--- config.mk ---
export PLATFORM = sky130hd
export DESIGN_NAME = ula_seq_param
export DESIGN_NICKNAME = d
export VERILOG_FILES = /design/src/rtl/ula_seq_param.sv
export SDC_FILE = /design/constraint.sdc
export NUM_CORES = 1
export LEC_CHECK = 0
export ABC_CLOCK_PERIOD_IN_PS = 3600
export CORE_MARGIN = 4
export CORE_UTILIZATION = 45
export DETAILED_ROUTE_END_ITERATION = 10
export SKIP_LAST_GASP = 1
export SLEW_MARGIN = 20
export SYNTH_ARGS = -nofsm -noshare
export SYNTH_HDL_FRONTEND = slang
export SYNTH_SLANG_ARGS = --single-unit
export TNS_END_PERCENT = 10
--- constraint.sdc ---
create_clock -name clk -period 3.6 [get_ports clk]
set_input_delay 0.72 -clock clk [delete_from_list [all_inputs] [get_ports clk]]
set_output_delay 0.72 -clock clk [all_outputs]
set_load 0.02 [all_outputs]
--- src/rtl/ula_seq_param.sv ---
// ---------------------------------------------------------------------------
// ula_seq_param
//
// Parametrised, handshaked ALU. One operation is in flight at a time. Operands
// and opcode are captured on a valid/ready handshake. The result and flags are
// presented on a second valid/ready handshake. Single-cycle operations go
// through EXEC. MUL runs an unsigned shift-add over WIDTH cycles.
//
// Ports
//   clk        rising-edge clock
//   rst_n      asynchronous active-low reset; aborts any operation in flight
//   in_valid   operand/opcode offered
//   in_ready   block idle, can accept an operation
//   a_in       operand A (WIDTH)
//   b_in       operand B (WIDTH)
//   opcode_in  operation select (4 bits, 11..15 illegal)
//   out_valid  result and flags valid
//   out_ready  consumer accepts the result
//   s          result (WIDTH)
//   flag_c     carry / borrow / multiplier high half nonzero / last bit shifted out
//   flag_z     s == 0
//   flag_n     s[WIDTH-1]
//   flag_v     signed overflow (ADD/SUB only)
//   flag_err   illegal opcode
// ---------------------------------------------------------------------------
module ula_seq_param #(
    parameter int WIDTH = 8,
    parameter int CNT_W = $clog2(WIDTH + 1)
) (
    input  logic             clk,
    input  logic             rst_n,
    input  logic             in_valid,
    output logic             in_ready,
    input  logic [WIDTH-1:0] a_in,
    input  logic [WIDTH-1:0] b_in,
    input  logic [3:0]       opcode_in,
    output logic             out_valid,
    input  logic             out_ready,
    output logic [WIDTH-1:0] s,
    output logic             flag_c,
    output logic             flag_z,
    output logic             flag_n,
    output logic             flag_v,
    output logic             flag_err
);

    typedef enum logic [1:0] {
        S_IDLE,
        S_EXEC,
        S_MUL,
        S_DONE
    } state_e;

    localparam logic [3:0] OP_ADD  = 4'd0;
    localparam logic [3:0] OP_SUB  = 4'd1;
    localparam logic [3:0] OP_AND  = 4'd2;
    localparam logic [3:0] OP_OR   = 4'd3;
    localparam logic [3:0] OP_XOR  = 4'd4;
    localparam logic [3:0] OP_NAND = 4'd5;
    localparam logic [3:0] OP_XNOR = 4'd6;
    localparam logic [3:0] OP_CMP  = 4'd7;
    localparam logic [3:0] OP_MUL  = 4'd8;
    localparam logic [3:0] OP_SHL  = 4'd9;
    localparam logic [3:0] OP_SHR  = 4'd10;

    localparam logic [CNT_W-1:0] WIDTH_C = CNT_W'(WIDTH);
    localparam logic [CNT_W-1:0] ONE_C   = CNT_W'(1);
    // For WIDTH == 2 the "a < b" compare bit has no place in s and is dropped.
    localparam int               LT_BIT  = (WIDTH > 2) ? 2 : WIDTH - 1;

    // ------------------------------------------------------------------
    // State and datapath registers
    // ------------------------------------------------------------------
    state_e                 state_q, state_d;
    logic [WIDTH-1:0]       a_q, a_d;
    logic [WIDTH-1:0]       b_q, b_d;
    logic [3:0]             op_q, op_d;
    logic [CNT_W-1:0]       cnt_q, cnt_d;
    logic [2*WIDTH-1:0]     acc_q, acc_d;
    logic [WIDTH-1:0]       s_q, s_d;
    logic                   c_q, c_d;
    logic                   z_q, z_d;
    logic                   n_q, n_d;
    logic                   v_q, v_d;
    logic                   err_q, err_d;

    // ------------------------------------------------------------------
    // Single-cycle ALU on the captured operands
    // ------------------------------------------------------------------
    logic [WIDTH:0]         add_w;
    logic [WIDTH:0]         sub_w;
    logic [WIDTH:0]         shl_w;
    logic [WIDTH:0]         shr_w;
    logic [CNT_W-1:0]       sh_amt;
    logic                   sh_big;
    logic [WIDTH-1:0]       alu_s;
    logic                   alu_c;
    logic                   alu_v;
    logic                   alu_err;

    assign add_w  = {1'b0, a_q} + {1'b0, b_q};
    assign sub_w  = {1'b0, a_q} - {1'b0, b_q};
    assign sh_amt = b_q[CNT_W-1:0];
    assign sh_big = (sh_amt >= WIDTH_C);
    // The extra bit on the outgoing side catches the last bit shifted out.
    assign shl_w  = {1'b0, a_q} << sh_amt;
    assign shr_w  = {a_q, 1'b0} >> sh_amt;

    // NOTE: every signal driven here gets a default first, so no path through
    // the case can leave it unassigned and infer a latch.
    always_comb begin
        alu_s   = '0;
        alu_c   = 1'b0;
        alu_v   = 1'b0;
        alu_err = 1'b0;
        unique case (op_q)
            OP_ADD: begin
                alu_s = add_w[WIDTH-1:0];
                alu_c = add_w[WIDTH];
                alu_v = (a_q[WIDTH-1] == b_q[WIDTH-1]) && (add_w[WIDTH-1] != a_q[WIDTH-1]);
            end
            OP_SUB: begin
                alu_s = sub_w[WIDTH-1:0];
                alu_c = sub_w[WIDTH];
                alu_v = (a_q[WIDTH-1] != b_q[WIDTH-1]) && (sub_w[WIDTH-1] != a_q[WIDTH-1]);
            end
            OP_AND:  alu_s = a_q & b_q;
            OP_OR:   alu_s = a_q | b_q;
            OP_XOR:  alu_s = a_q ^ b_q;
            OP_NAND: alu_s = ~(a_q & b_q);
            OP_XNOR: alu_s = ~(a_q ^ b_q);
            OP_CMP: begin
                alu_s[0] = (a_q == b_q);
                alu_s[1] = (a_q > b_q);
                if (WIDTH > 2) alu_s[LT_BIT] = (a_q < b_q);
            end
            OP_SHL: begin
                if (!sh_big) begin
                    alu_s = shl_w[WIDTH-1:0];
                    alu_c = shl_w[WIDTH];
                end
            end
            OP_SHR: begin
                if (!sh_big) begin
                    alu_s = shr_w[WIDTH:1];
                    alu_c = shr_w[0];
                end
            end
            default: alu_err = 1'b1;   // MUL never reaches EXEC; 11..15 illegal
        endcase
    end

    // ------------------------------------------------------------------
    // Shift-add multiplier step.
    // acc holds {partial product high half, remaining multiplier bits}. Each
    // step conditionally adds A to the high half and shifts right by one, so
    // after WIDTH steps acc is the full 2*WIDTH-bit product.
    // ------------------------------------------------------------------
    logic [WIDTH:0] mul_sum;

    assign mul_sum = {1'b0, acc_q[2*WIDTH-1:WIDTH]} + (acc_q[0] ? {1'b0, a_q} : '0);

    // ------------------------------------------------------------------
    // Next-state and result-write logic
    // ------------------------------------------------------------------
    logic             wr_en;
    logic [WIDTH-1:0] wr_s;
    logic             wr_c;
    logic             wr_v;
    logic             wr_err;

    always_comb begin
        state_d = state_q;
        a_d     = a_q;
        b_d     = b_q;
        op_d    = op_q;
        cnt_d   = cnt_q;
        acc_d   = acc_q;
        wr_en   = 1'b0;
        wr_s    = '0;
        wr_c    = 1'b0;
        wr_v    = 1'b0;
        wr_err  = 1'b0;

        unique case (state_q)
            S_IDLE: begin
                if (in_valid) begin
                    a_d     = a_in;
                    b_d     = b_in;
                    op_d    = opcode_in;
                    cnt_d   = '0;
                    acc_d   = {{WIDTH{1'b0}}, b_in};
                    state_d = (opcode_in == OP_MUL) ? S_MUL : S_EXEC;
                end
            end
            // EXEC spends two cycles so single-cycle ops share the MUL
            // pattern: the result registers load on the edge into DONE.
            S_EXEC: begin
                if (cnt_q == '0) begin
                    cnt_d = ONE_C;
                end else begin
                    wr_en   = 1'b1;
                    wr_s    = alu_s;
                    wr_c    = alu_c;
                    wr_v    = alu_v;
                    wr_err  = alu_err;
                    state_d = S_DONE;
                end
            end
            S_MUL: begin
                if (cnt_q == WIDTH_C) begin
                    wr_en   = 1'b1;
                    wr_s    = acc_q[WIDTH-1:0];
                    wr_c    = |acc_q[2*WIDTH-1:WIDTH];
                    state_d = S_DONE;
                end else begin
                    acc_d = {mul_sum, acc_q[WIDTH-1:1]};
                    cnt_d = cnt_q + ONE_C;
                end
            end
            S_DONE: begin
                // in_ready is low here, so a simultaneous in_valid is ignored.
                if (out_ready) state_d = S_IDLE;
            end
            default: state_d = S_IDLE;
        endcase

        s_d   = wr_en ? wr_s            : s_q;
        c_d   = wr_en ? wr_c            : c_q;
        v_d   = wr_en ? wr_v            : v_q;
        err_d = wr_en ? wr_err          : err_q;
        z_d   = wr_en ? (wr_s == '0)    : z_q;
        n_d   = wr_en ? wr_s[WIDTH-1]   : n_q;
    end

    // NOTE: sequential state uses non-blocking assignments so every register
    // samples its pre-edge value regardless of statement order.
    always_ff @(posedge clk or negedge rst_n) begin
        if (!rst_n) begin
            state_q <= S_IDLE;
            a_q     <= '0;
            b_q     <= '0;
            op_q    <= '0;
            cnt_q   <= '0;
            acc_q   <= '0;
            s_q     <= '0;
            c_q     <= 1'b0;
            z_q     <= 1'b0;
            n_q     <= 1'b0;
            v_q     <= 1'b0;
            err_q   <= 1'b0;
        end else begin
            state_q <= state_d;
            a_q     <= a_d;
            b_q     <= b_d;
            op_q    <= op_d;
            cnt_q   <= cnt_d;
            acc_q   <= acc_d;
            s_q     <= s_d;
            c_q     <= c_d;
            z_q     <= z_d;
            n_q     <= n_d;
            v_q     <= v_d;
            err_q   <= err_d;
        end
    end

    assign in_ready  = (state_q == S_IDLE);
    assign out_valid = (state_q == S_DONE);
    assign s         = s_q;
    assign flag_c    = c_q;
    assign flag_z    = z_q;
    assign flag_n    = n_q;
    assign flag_v    = v_q;
    assign flag_err  = err_q;

endmodule

==> flow_summary.json <==
{
  "fill_cells": 1003,
  "n_antenna_cell": 0,
  "yosys.cell_types.count": 69,
  "ioPinCount": 39,
  "max_stage_delay_ns": 0.58,
  "synth_ff_type": "dfrtp_1",
  "relSlewSlack_pct": 43.93,
  "tightest_slew_ns": 0.8410,
  "post-cts-setup-buffer-count": 0,
  "fin_worst_skew_ns": 0.008888,
  "finalNonFillerCells": 734,
  "cp_data_required_time_ns": 3.81,
  "remaining_drc_errors": 0,
  "grt_use_total_pct": 22.26,
  "powerDensity_nw_per_um2": 993.1,
  "grt_max_degree": 38,
  "cp.buffers_inverters": 1,
  "start_util_pct": 47.01,
  "clkTransAtPathRegs_ns": 0.11,
  "cts_tree": "yes",
  "utilization_pct": 52.70,
  "totalWireLength_um": 14270,
  "cts_inserted_buffers": 5,
  "worstPathCellList": "inv_1 -> ha_1 -> a211oi_1 -> nor2_1 -> o21ai_0 -> nor3_1 -> o31a_1 -> a221o_1 -> mux2_2",
  "die_h_um": 112.8,
  "async_reset_ff_share_pct": 100.0,
  "wl_per_cell_um": 19.44,
  "hold_class": "in2async",
  "finalSetupViolCount": 0,
  "ant_nets": 0,
  "fmax_mhz": 337.5,
  "end_kind": "flip-flop",
  "finalCritPeriodShare_pct": 82.31,
  "hold_violations": 0,
  "place_ws_ns": 0.6667,
  "final_cell_mix": "nand2_1, dfrtp_1, ha_1, o21ai_0, clkdlybuf4s50_1",
  "gr-total-overflow": 0,
  "placed_cells": 726,
  "grt_pass1_wl_um": 22980,
  "final.setup.tns_ns": 0,
  "rsz0062_at_grt": "no",
  "synth_largest_area_cell": "dfrtp_1",
  "grt_pass1_vias": 4292,
  "die_area_um2": 12720,
  "syn_area_um2": 4940,
  "die_width_um": 112.8,
  "fp-row-count": 37,
  "yosysSeqAreaShare_pct": 27.36,
  "critPathSlowestCell": "dfrtp_1",
  "yosys_warnings": 0,
  "antenna_found_initial": 0,
  "areaGrowthSynthToFinish_pct": 12.11,
  "post_cts_resized": 0,
  "io_buffers": 38,
  "cts_root_buffer": "clkbuf_8",
  "cts.path.max_buffers": 2,
  "finalNetCount": 664,
  "gp_congestion": 0.9467,
  "p_leak_nw": 2.386,
  "yosys.area.top_type_share_pct": 27.36,
  "ir_worst_vdd_mv": 0.3262,
  "status": "completed",
  "syn_avg_cell_area_um2": 8.681,
  "final.min_clock_period_ns": 2.963,
  "vias_per_cell": 6.052,
  "synth_edf_count": 0,
  "slew_viol_final": 0,
  "drtPass1Iterations": 5,
  "fin_ws_ns": 0.6367,
  "drive_gt1_share_pct": 11.87,
  "via_count": 4442,
  "cp-start-kind": "flip-flop",
  "holdBufCountCts": 0,
  "coreArea_um2": 10510,
  "cts-htree-levels": 2,
  "synth_area_leaders": "dfrtp_1, ha_1, mux2_2",
  "cts_sinks": 54,
  "worst-setup-path-type": "reg2reg",
  "synth_fp_nets": 636,
  "post-dp-hpwl_um": 10950,
  "finalPower_mw": 5.499,
  "drv_cap": 0,
  "path_max_fanout": 12,
  "synth_cells": 569,
  "clock_latency_ns": 0.31,
  "critical_path_arrival_ns": 3.17,
  "yosys_register_bits": 54,
  "cp_top_family": "compound AO/OA/AOI/OAI gates",
  "drt_iter0_markers": 493
}
report_power, final:
| group | internal (mW) | total, mW | switching, mW | leakage [nW] |
|---|---|---|---|---|
| combinational | 1.66 | 3.94 | 2.28 | 1.65 |
| clock | 0.138 | 0.356 | 0.218 | 0.0483 |
| sequential | 0.858 | 1.21 | 0.347 | 0.684 |
| total | 2.66 | 5.50 | 2.84 | 2.39 |
Yosys cell counts (all sizes together) (3+ instances only):
library cell   n
a32o           3
o21ai         42
xnor2         10
o31ai          3
and2          11
nand3         17
ha            40
nor3          15
nor2          34
nor4           4
nand2         54
o211ai         7
a31oi          7
buf           22
a22o           6
nand2b         6
a211o          3
mux4           6
mux2          30
a21o           5
nand3b         6
mux2i         23
a21oi         36
o22ai          3
clkbuf        16
inv           34
nor2b         10
o21bai         6
dfrtp         54
nor3b          3
fa             3
a211oi         8
a22oi          4
and3           4
stage by stage:
stage               instance area [um2]  hold WS (ns)
floorplan                          4940        0.4244
detailed placement                 5450        0.4686
global placement                   5450        0.4577
global route                       5538        0.5243
finish                             5538        0.4867
CTS                                5538        0.4929
worst paths after layout:
kind / to / from / slack (ns) / cells after the start
setup / recovery: s[7]$_DFFE_PN0P_ / a_q[1]$_DFFE_PN0P_ / 0.64 / 9
max in group asynchronous: b_q[6]$_DFFE_PN0P_ / rst_n / 2.30 / 2
setup reg to reg: s[7]$_DFFE_PN0P_ / a_q[1]$_DFFE_PN0P_ / 0.64 / 9
min in group clk: s[1]$_DFFE_PN0P_ / s[1]$_DFFE_PN0P_ / 0.49 / 1
hold reg to reg: s[1]$_DFFE_PN0P_ / s[1]$_DFFE_PN0P_ / 0.49 / 1
hold / removal: acc_q[11]$_DFFE_PN0P_ / rst_n / 0.49 / 1
per-layer routing:
metal  wire length, um  track usage (%)
met1              6521            32.44
met2              6337            33.73
met3               928            3.422
met4               485            7.372
met5                 0                0
registers in the layout, summed over array words and instances (netlist names):
| register | cells |
|---|---|
| cnt_q | 4 |
| flag_z | 1 |
| flag_err | 1 |
| flag_v | 1 |
| flag_c | 1 |
| acc_q | 16 |
| b_q | 8 |
| op_q | 4 |
| a_q | 8 |
| s | 8 |
| state_q | 2 |
final cells by class:
cell class	count	area [um2]	share of cell area, %
inverter	34	127.6	2.305
sequential	54	1351	24.40
clock buffer	5	68.82	1.243
clock inverter	3	18.77	0.3389
timing repair buffer	59	533.0	9.625
multi-input combinational	443	3268	59.01
tap	136	170.2	3.073
kinds of logic (layout without fill, tap and decap cells):
logic type,after synthesis,after routing,share of synthesized area [%]
and+or+nand+nor,175,175,17.70
AOI/OAI and AO/OA,155,155,20.77
buffers and inverters,72,101,6.484
muxes,59,59,14.39
DFF,54,54,27.36
adders and majority gates,43,43,11.35
xor gates and xnor gates,11,11,1.950
Power figures use the tool's default switching activity.
